==> src/rtl/mcu_packet_scheduler_if.sv <==
// MCU-side handshake bundle between the packet scheduler (slave) and the
// MCU LOAD logic plus SPI byte shifter (master).
interface mcu_packet_scheduler_if;
  logic       load;
  logic       done;
  logic       byte_rd;
  logic [7:0] tx_byte;
  logic       tx_last;
  logic       overrun;

  modport slave (
    input  load,
    input  byte_rd,
    output done,
    output tx_byte,
    output tx_last,
    output overrun
  );

  modport master (
    output load,
    output byte_rd,
    input  done,
    input  tx_byte,
    input  tx_last,
    input  overrun
  );
endinterface

==> src/rtl/mcu_packet_scheduler.sv <==
// Latches sensor samples, snapshots them into a 32-byte packet and feeds it
// to the MCU SPI shifter one byte per byte_rd once LOAD rises.
module mcu_packet_scheduler #(
  parameter logic [7:0] HEADER    = 8'hAA,
  parameter int         PKT_BYTES = 32
) (
  input  logic                  clk,
  input  logic                  reset,
  input  logic                  quat1_valid,
  input  logic [63:0]           quat1_data,
  input  logic                  gyro1_valid,
  input  logic [47:0]           gyro1_data,
  input  logic                  quat2_valid,
  input  logic [63:0]           quat2_data,
  input  logic                  gyro2_valid,
  input  logic [47:0]           gyro2_data,
  mcu_packet_scheduler_if.slave mcu
);

  typedef enum logic [2:0] {IDLE, CAPTURE, READY, SEND, DRAIN} state_t;

  state_t       state;
  logic [63:0]  q1_shadow;
  logic [63:0]  q2_shadow;
  logic [47:0]  g1_shadow;
  logic [47:0]  g2_shadow;
  logic [3:0]   sticky;
  logic [3:0]   sample_valid;
  logic [247:0] body_live;
  logic [247:0] snap_body;
  logic [7:0]   snap_csum;
  logic [255:0] packet;
  logic [4:0]   idx;
  logic [4:0]   idx_inc;
  logic [7:0]   next_byte;
  logic         load_d;
  logic         load_rise;
  logic         load_fall;
  logic         pending;
  logic         done_r;
  logic         tx_last_r;
  logic         overrun_r;
  logic [7:0]   tx_byte_r;

  function automatic logic [7:0] xor_bytes(input logic [247:0] v);
    logic [7:0] acc;
    acc = '0;
    for (int i = 0; i < 31; i++) acc ^= v[i*8 +: 8];
    return acc;
  endfunction

  // Sticky bit order matches sample_valid: {g2, q2, g1, q1}.
  assign sample_valid = {gyro2_valid, quat2_valid, gyro1_valid, quat1_valid};
  assign body_live    = {HEADER, q1_shadow, g1_shadow, 6'b0, sticky[1], sticky[0],
                         q2_shadow, g2_shadow, 6'b0, sticky[3], sticky[2]};
  assign packet       = {snap_body, snap_csum};
  assign idx_inc      = idx + 5'd1;
  // Byte n sits at bit 255-8n; ~idx_inc is 31-idx_inc in five bits.
  assign next_byte    = packet[{~idx_inc, 3'b000} +: 8];
  assign load_rise    = mcu.load & ~load_d;
  assign load_fall    = ~mcu.load & load_d;
  assign pending      = (|sticky) | (|sample_valid);

  assign mcu.done     = done_r;
  assign mcu.tx_byte  = tx_byte_r;
  assign mcu.tx_last  = tx_last_r;
  assign mcu.overrun  = overrun_r;

  always_ff @(posedge clk) begin
    if (reset) begin
      q1_shadow <= '0;
      g1_shadow <= '0;
      q2_shadow <= '0;
      g2_shadow <= '0;
    end else begin
      if (quat1_valid) q1_shadow <= quat1_data;
      if (gyro1_valid) g1_shadow <= gyro1_data;
      if (quat2_valid) q2_shadow <= quat2_data;
      if (gyro2_valid) g2_shadow <= gyro2_data;
    end
  end

  // A sample arriving during CAPTURE re-sets its sticky bit after the clear,
  // so it is carried into the next packet instead of being lost.
  always_ff @(posedge clk) begin
    if (reset) begin
      state     <= IDLE;
      sticky    <= '0;
      snap_body <= '0;
      snap_csum <= '0;
      idx       <= '0;
      load_d    <= 1'b0;
      done_r    <= 1'b0;
      tx_byte_r <= 8'h00;
      tx_last_r <= 1'b0;
      overrun_r <= 1'b0;
    end else begin
      load_d <= mcu.load;
      sticky <= ((state == CAPTURE) ? 4'b0000 : sticky) | sample_valid;
      case (state)
        IDLE: begin
          if (pending) state <= CAPTURE;
        end
        CAPTURE: begin
          snap_body <= body_live;
          snap_csum <= xor_bytes(body_live);
          done_r    <= 1'b1;
          state     <= READY;
        end
        READY: begin
          if (load_rise) begin
            idx       <= 5'd0;
            tx_byte_r <= packet[255:248];
            tx_last_r <= 1'b0;
            done_r    <= 1'b0;
            state     <= SEND;
          end else if (pending && !mcu.load) begin
            state <= CAPTURE;
          end
        end
        SEND: begin
          if (load_fall) begin
            tx_byte_r <= 8'h00;
            tx_last_r <= 1'b0;
            state     <= IDLE;
          end else if (mcu.byte_rd) begin
            if (idx == 5'd31) begin
              tx_byte_r <= 8'h00;
              tx_last_r <= 1'b0;
              state     <= DRAIN;
            end else begin
              idx       <= idx_inc;
              tx_byte_r <= next_byte;
              tx_last_r <= (idx_inc == 5'd31);
            end
          end
        end
        DRAIN: begin
          if (mcu.byte_rd) overrun_r <= 1'b1;
          if (!mcu.load) state <= IDLE;
        end
        default: state <= IDLE;
      endcase
    end
  end

  always_ff @(posedge clk) begin
    if (!reset) assert (PKT_BYTES == 32 && int'(idx) < PKT_BYTES);
  end

endmodule

==> src/flat_wrapper.sv <==
// flat-port wrapper written by rule: the top's interface ports become plain ports
module mcu_packet_scheduler_flat 
#(
  parameter logic [7:0] HEADER    = 8'hAA,
  parameter int         PKT_BYTES = 32
)
  (clk, reset, quat1_valid, quat1_data, gyro1_valid, gyro1_data, quat2_valid, quat2_data, gyro2_valid, gyro2_data, mcu_load, mcu_byte_rd, mcu_done, mcu_tx_byte, mcu_tx_last, mcu_overrun);
  mcu_packet_scheduler_if mcu_i ();
  input  logic clk;
  input  logic reset;
  input  logic quat1_valid;
  input  logic [63:0] quat1_data;
  input  logic gyro1_valid;
  input  logic [47:0] gyro1_data;
  input  logic quat2_valid;
  input  logic [63:0] quat2_data;
  input  logic gyro2_valid;
  input  logic [47:0] gyro2_data;
  input wire logic [$bits(mcu_i.load)-1:0] mcu_load;
  input wire logic [$bits(mcu_i.byte_rd)-1:0] mcu_byte_rd;
  output wire logic [$bits(mcu_i.done)-1:0] mcu_done;
  output wire logic [$bits(mcu_i.tx_byte)-1:0] mcu_tx_byte;
  output wire logic [$bits(mcu_i.tx_last)-1:0] mcu_tx_last;
  output wire logic [$bits(mcu_i.overrun)-1:0] mcu_overrun;
  assign mcu_i.load = mcu_load;
  assign mcu_i.byte_rd = mcu_byte_rd;
  assign mcu_done = mcu_i.done;
  assign mcu_tx_byte = mcu_i.tx_byte;
  assign mcu_tx_last = mcu_i.tx_last;
  assign mcu_overrun = mcu_i.overrun;
  mcu_packet_scheduler #(.HEADER(HEADER), .PKT_BYTES(PKT_BYTES)) u_core (.clk(clk), .reset(reset), .quat1_valid(quat1_valid), .quat1_data(quat1_data), .gyro1_valid(gyro1_valid), .gyro1_data(gyro1_data), .quat2_valid(quat2_valid), .quat2_data(quat2_data), .gyro2_valid(gyro2_valid), .gyro2_data(gyro2_data), .mcu(mcu_i));
endmodule
==> config.mk <==
export PLATFORM = sky130hd
export DESIGN_NAME = mcu_packet_scheduler_flat
export DESIGN_NICKNAME = d
export VERILOG_FILES = /design/src/rtl/mcu_packet_scheduler_if.sv /design/src/rtl/mcu_packet_scheduler.sv /design/src/flat_wrapper.sv
export SDC_FILE = /design/constraint.sdc
export NUM_CORES = 1
export LEC_CHECK = 0
export CORE_AREA = 3 3 211 192
export CTS_CLUSTER_DIAMETER = 100
export DETAILED_ROUTE_END_ITERATION = 16
export DIE_AREA = 0 0 214 195
export HOLD_SLACK_MARGIN = 0.05
export PLACE_DENSITY = 0.88
export SETUP_SLACK_MARGIN = 0.3
export SLEW_MARGIN = 20
export SYNTH_ARGS = -nofsm -noshare
export SYNTH_HDL_FRONTEND = slang
export SYNTH_SLANG_ARGS = --single-unit
==> constraint.sdc <==
create_clock -name clk -period 5.58 [get_ports clk]
set_input_delay 1.116 -clock clk [delete_from_list [all_inputs] [get_ports clk]]
set_output_delay 1.116 -clock clk [all_outputs]
set_load 0.02 [all_outputs]
==> run metrics, run 1 <==
status=complete, no violations; syn nets=2,534; GRT Residual Overflow=0; most common cell after layout, fill and taps aside=nand2_1; worst-path cell chain=buf_4 > ha_1 > and3_1 > ha_1 > nand2b_1 > o22ai_1 > nor4_1 > nor3_1; Port Buffers=242; CTS sink count=485; worst-skew pair later-pin latency=~0.58 ns; post-CTS sizing=0; pins over their slew limit=0; design area=0.0249 mm²; nets=2,682; count of max-cap constraint violations=0; Worst Setup Path Type=flip-flop to flip-flop; top cell type's share of synthesized area=0.468; Fin. Hold Viols=0; die height=195 µm; critical path capture point type=flip-flop; CP bufs+invs=1; pin slew with the least headroom to its limit=1.10 ns; Mapped Cells=2,299; Top delay family on crit path=simple AND/OR/NAND/NOR gates; first-pass GRT wire length=94,800 µm; CTS tree=done; Period Utilization, post-route=0.590; Crit path arrival time=3.73 ns; DR WL met2=28,600 µm; Most common cell on crit path=ha_1; DIE AREA=0.0417 mm²; Hold-fix buffers, CTS=0; post-synth top area cell=dfxtp_1; worst vdd ir=0.213 mV; share of cells above drive strength 1=0.0617; synthesized cell area=0.0207 mm²; Core Util, Final=0.649; Rows=68; Syn. warnings=0; Startpoint Class=flip-flop; Remaining DRCs=0; sequential area share after synthesis=0.468; initial core utilization=0.541; upper clock frequency limit=304 MHz; footprint of the multi-input gates=0.0104 mm²; RSZ-0062 raised after global routing=false; relative slew slack=0.267; Boundary Pins=243; core area=roughly 0.038 mm²; Clock Skew=0.0215 ns; maximum clock path buffer count=3; crit path time final=between 3 and 4 ns; final WL=62,300 µm; HP Class=flip-flop to flip-flop; H-tree levels=2; 1st-pass router iterations=6; Worst EP required=6.02 ns; PD cells=approximately 330 mW/mm²; total CTS buffers=48; P_leak=around 0.0094 µW; post-detail-place hpwl=44,000 µm; vias in the first global route=between 15,000 and 20,000; number of synthesized register bits=approximately 490; largest net degree at the start of global routing=192; met3 WL=6120 µm; vias=17,100; commonest cells after routing, fill and taps aside=nand2_1 (498), dfxtp_1 (484), nor2_1 (264), a21oi_1 (251); Routed WL per cell=20.7 µm; vias per cell=5.68; gr usage total=0.288; CP Max Fanout=57; Root Driver=clkbuf_16; register area=0.00971 mm²; die width=214 µm; Avg Cell Area, Syn=9.02 µm²; 1st-iter DRT viols=between 1,500 and 2,000; top sig layer=met5; DRT met1 WL=25,000 µm; clk slew on worst S/H paths=0.07 ns; power after layout=8320 µW; Setup Viol. Count Final=0; Setup TNS=0 ns; Critical Path Max Stage Delay=0.74 ns; Netlist cell types=50; Placed Instance Area=roughly 0.023 mm²; post-CTS setup buffer count=0; Post-DRT Antenna Nets=0; Fin Hold WS=0.452 ns; antenna violations before repair=3; top cells by area, synth=dfxtp_1 (47%), mux2i_1 (11%), nand2_1 (9.0%), xnor2_1 (8.4%), a21oi_1 (6.1%); Area Growth Syn to Fin=20.0%; Crit-path slowest cell=buf_4; routability cong.=0.968; FILL cells=2,943
final cells by class:
type,instances,share of cell area
Sequential cell,485,0.390
Inverter,2,0.000302
Multi-Input combinational cell,1653,0.418
Timing Repair Buffer,257,0.104
Clock buffer,72,0.0567
Clock inverter,11,0.00452
Antenna cell,1,0.000101
Tap cell,525,0.0264
report_power, final:
group | total, µW | internal [µW] | switching [µW]
clock | 3170 | 1830 | 1340
combinational | 1310 | 613 | 700
sequential | 3840 | 3640 | 195
worst paths after layout:
| check | startpoint | end | slack, ns | cells after the start |
|---|---|---|---|---|
| min | u_core.snap_body[130]$_SDFFE_PP0P_ | u_core.snap_body[130]$_SDFFE_PP0P_ | 0.45 | 2 |
| max | u_core.idx[0]$_SDFFE_PP0P_ | u_core.mcu.tx_byte[7]$_SDFFE_PP0P_ | 2.29 | 8 |
| min reg2reg | u_core.snap_body[130]$_SDFFE_PP0P_ | u_core.snap_body[130]$_SDFFE_PP0P_ | 0.45 | 2 |
| max reg2reg | u_core.idx[0]$_SDFFE_PP0P_ | u_core.mcu.tx_byte[7]$_SDFFE_PP0P_ | 2.29 | 8 |
stage by stage:
step | instances | setup slack, ns
after CTS | 3004 | 2.29
after global routing | 3006 | 2.01
after floorplan | 2299 | 2.76
final | 3006 | 2.29
after detailed placement | 2921 | 2.29
after global placement | 2921 | 2.38
state kept, by name, summed over array words and instances (netlist names):
| signal | cells |
|---|---|
| u_core.sticky | 4 |
| u_core.load_d | 1 |
| u_core.state | 3 |
| u_core.g2_shadow | 48 |
| u_core.mcu.tx_byte | 8 |
| u_core.snap_csum | 8 |
| u_core.q2_shadow | 64 |
| u_core.mcu.overrun | 1 |
| u_core.mcu.done | 1 |
| u_core.g1_shadow | 48 |
| u_core.mcu.tx_last | 1 |
| u_core.snap_body | 229 |
| u_core.idx | 5 |
| u_core.q1_shadow | 64 |
cells by family (layout without fill, tap and decap cells):
group / Yosys count / count (layout) / synth area share
AOI/OAI and AO/OA: 318 / 318 / 0.0835
xor gates and xnor gates: 223 / 223 / 0.0949
adders and majority gates: 3 / 3 / 0.00181
buffers and inverters: 161 / 342 / 0.0315
DFF: 485 / 485 / 0.468
muxes: 291 / 291 / 0.166
other: 0 / 1 / 0
and+or+nand+nor: 818 / 818 / 0.154
tightest hold or removal path, cell delays in order, from the launching register on:
cell,delay [ns]
dfxtp_1,0.30
nand2_1,0.05
a21oi_1,0.05
cells in the mapped netlist, drive strengths merged:
master  number
a311oi       1
and3         1
or3          2
clkbuf     111
nor2b        3
xor2        24
nand2b       3
and2         4
nand4b       1
a21boi       1
o311ai       1
a21oi      251
ha           3
o21ba        1
nor4         9
a32oi        2
a221oi       8
a211oi       9
xnor2      199
nor3        10
buf         48
dfxtp      485
nand3b       5
o21a         2
a31oi        5
nand4        3
nand3        9
inv          2
mux2        13
o22a         1
mux2i      237
o31ai        2
mux4        41
nand2      499
a22oi        1
o22ai        8
nor2       264
a221o        5
nor3b        4
o21bai       1
o21ai       18
and2b        1
a41o         1
layer usage:
layer,vias to the layer above,global-route usage
met3,139,0.0767
met4,4,0.110
li1,7949,-
met1,8204,0.376
met2,784,0.461
met5,-,0
Note: power is estimated with default switching activity, not from simulation.
==> run 2, diff against run 1 <==
--- a/config.mk
+++ b/config.mk
@@ -5,12 +5,12 @@
 export SDC_FILE = /design/constraint.sdc
 export NUM_CORES = 1
 export LEC_CHECK = 0
-export CORE_AREA = 3 3 211 192
+export CORE_AREA = 3 3 217 198
 export CTS_CLUSTER_DIAMETER = 100
 export DETAILED_ROUTE_END_ITERATION = 16
-export DIE_AREA = 0 0 214 195
+export DIE_AREA = 0 0 220 201
 export HOLD_SLACK_MARGIN = 0.05
-export PLACE_DENSITY = 0.88
+export PLACE_DENSITY = 0.87
 export SETUP_SLACK_MARGIN = 0.3
 export SLEW_MARGIN = 20
 export SYNTH_ARGS = -nofsm -noshare
==> constraint.sdc (replaced) <==
create_clock -name clk -period 2.9 [get_ports clk]
set_input_delay 0.58 -clock clk [delete_from_list [all_inputs] [get_ports clk]]
set_output_delay 0.58 -clock clk [all_outputs]
set_load 0.02 [all_outputs]
==> run 2 against run 1 <==
Effect of this change: final area is 1.7% higher; via count is 2.6% higher; clock skew is 0.0040 ns higher; register-to-register slack worse by 1.9 ns; first-iteration DRC count is 24% higher; global-route usage is 0.12 points higher.
==> run metrics, run 2 (synthesized netlist as in run 1, its figures left out) <==
critical path capture point type=flip-flop; maximum clock path buffer count=3; Sw Share=0.267; Core Util, Final=0.623; GRT Residual Overflow=0; first-pass GRT wire length=just under 100,000 µm; Startpoint Class=flip-flop; status=complete, no violations; vias per cell=about 5.8; Post-DRT Antenna Nets=0; Boundary Pins=around 240; Remaining DRCs=0; worst-skew pair later-pin latency=0.60 ns; DIE AREA=around 0.044 mm²; crit path to=u_core.mcu.tx_byte[6]$_SDFFE_PP0P_; nets=2,702; CP Max Fanout=15; Worst Setup Path Type=flip-flop to flip-flop; pins over their slew limit=0; share of cells above drive strength 1=0.0715; sequential power share=0.445; pin slew with the least headroom to its limit=about 0.74 ns; CTS tree=done; NetSw=4430 µW; post-CTS setup buffer count=0; final WL=65,500 µm; biggest regs=u_core.snap_body x229, u_core.q1_shadow x64, u_core.q2_shadow x64; P_leak=roughly 0.0096 µW; commonest cells after routing, fill and taps aside=nand2_1 (498), dfxtp_1 (484), nor2_1 (264), a21oi_1 (251); Period Utilization, post-route=0.855; HP Class=input port to flip-flop; clk slew on worst S/H paths=0.06 ns; Clock power frac=0.399; vias in the first global route=roughly 17,000; Crit-path slowest cell=dfxtp_1; footprint of the multi-input gates=0.0104 mm²; Rows=70; die height=201 µm; Setup TNS=0 ns; reg2reg setup slack=0.42 ns; Setup crit start=u_core.idx[1]$_SDFFE_PP0P_; largest net degree at the start of global routing=98; relative slew slack=0.506; Logic pwr share=0.156; worst r2r src=u_core.idx[1]$_SDFFE_PP0P_; register area=0.00971 mm²; routability cong.=~1.0; CTS sink count=485; worst r2r dst=u_core.mcu.tx_byte[6]$_SDFFE_PP0P_; crit path time final=2.48 ns; Critical Path Max Stage Delay=0.43 ns; most common cell after layout, fill and taps aside=nand2_1; initial core utilization=0.511; PD cells=657 mW/mm²; Worst EP required=around 3.4 ns; vias=17,500; post-detail-place hpwl=47,400 µm; internal power=12,200 µW; total CTS buffers=48; Crit path arrival time=a little under 3 ns; Area Growth Syn to Fin=22.0%; worst vdd ir=0.431 mV; core area=about 0.041 mm²; count of max-cap constraint violations=0; antenna violations before repair=0; 1st-pass router iterations=6; 1st-iter DRT viols=2,305; Port Buffers=~240; die width=220 µm; max FFs per register=229; Clock Skew=~0.025 ns; RSZ-0062 raised after global routing=false; gr usage total=0.290; H-tree levels=2; Setup Viol. Count Final=0; Fin. Hold Viols=0; largest reg by FF count=u_core.snap_body; Antenna diodes=0; FILL cells=3,178; upper clock frequency limit=404 MHz; Routed WL per cell=21.5 µm; Root Driver=clkbuf_16; worst reg2reg path depth=8; worst-path cell chain=ha_1 > xnor2_2 > buf_4 > mux2i_1 > a32oi_1 > a41o_1 > o311ai_1 > a21oi_1
## run 2: power by group through the flow
stage                     Sequential [µW]  Clock (µW)  Combinational, µW
after floorplan                      7350           0               1670
after CTS                            7370        6690               2550
after detailed placement             7510           0               2520
final                                7400        6640               2590
after global placement               7500           0               2460
after global routing                 7410        6990               2740
## run 2: critical path, delay by kind of cell (launching register included)
family                   cells  cell delay [ns]
AO/OA/AOI/OAI                4             0.79
XOR/XNOR                     1             0.21
adder cells (fa/ha/maj)      1             0.37
buffers and inverters        1             0.26
flip-flops                   1             0.43
multiplexers                 1             0.30
## run 2: area by class of cell
| cell class | instances | area share |
|---|---|---|
| multi-input combinational | 1653 | 0.411 |
| sequential | 485 | 0.384 |
| timing repair buffer | 277 | 0.112 |
| clock buffer | 69 | 0.0554 |
| tap | 540 | 0.0267 |
| clock inverter | 17 | 0.0110 |
| inverter | 2 | 0.000297 |
## run 2: worst min-delay path by stage
stage                                      start                                end  slack [ns]  depth (start not counted)
2_1_floorplan  u_core.snap_body[11]$_SDFFE_PP0P_  u_core.snap_body[11]$_SDFFE_PP0P_        0.43                          2
3_3_place_gp    u_core.snap_body[1]$_SDFFE_PP0P_   u_core.snap_body[1]$_SDFFE_PP0P_        0.44                          2
3_5_place_dp     u_core.mcu.tx_last$_SDFFE_PP0P_    u_core.mcu.tx_last$_SDFFE_PP0P_        0.45                          2
4_1_cts                              gyro2_valid        u_core.sticky[3]$_SDFF_PP0_        0.35                          3
5_1_grt                              gyro2_valid        u_core.sticky[3]$_SDFF_PP0_        0.38                          3
6_report                             gyro2_valid        u_core.sticky[3]$_SDFF_PP0_        0.38                          3
## run 2: timing repair
action | 4_1_cts | 5_1_grt
hold buffers | 0 | 0
pin swaps | 0 | 0
gates cloned | 0 | 0
setup endpoints to repair | 1 | 6
gates resized for setup | 1 | 2
## run 2: per-layer routing
metal / GRT usage / share of wire / vias to the layer above
met2: 0.453 / 0.45 / 974
li1: - / - / 8001
met5: 0 / 0 / -
met1: 0.393 / 0.40 / 8375
met3: 0.0571 / 0.095 / 179
met4: 0.119 / 0.049 / 0
## run 2: stage by stage
step	instance area [µm²]	power (µW)	hold slack (ns)	setup WS, ns	std cells
after floorplan	20800	9010	0.433	0.314	2299
after CTS	25300	16600	0.346	0.401	3043
after detailed placement	23600	10000	0.448	0.276	2957
after global placement	23600	9970	0.440	0.324	2957
final	25300	16600	0.381	0.422	3043
after global routing	25300	17100	0.379	0.315	3043
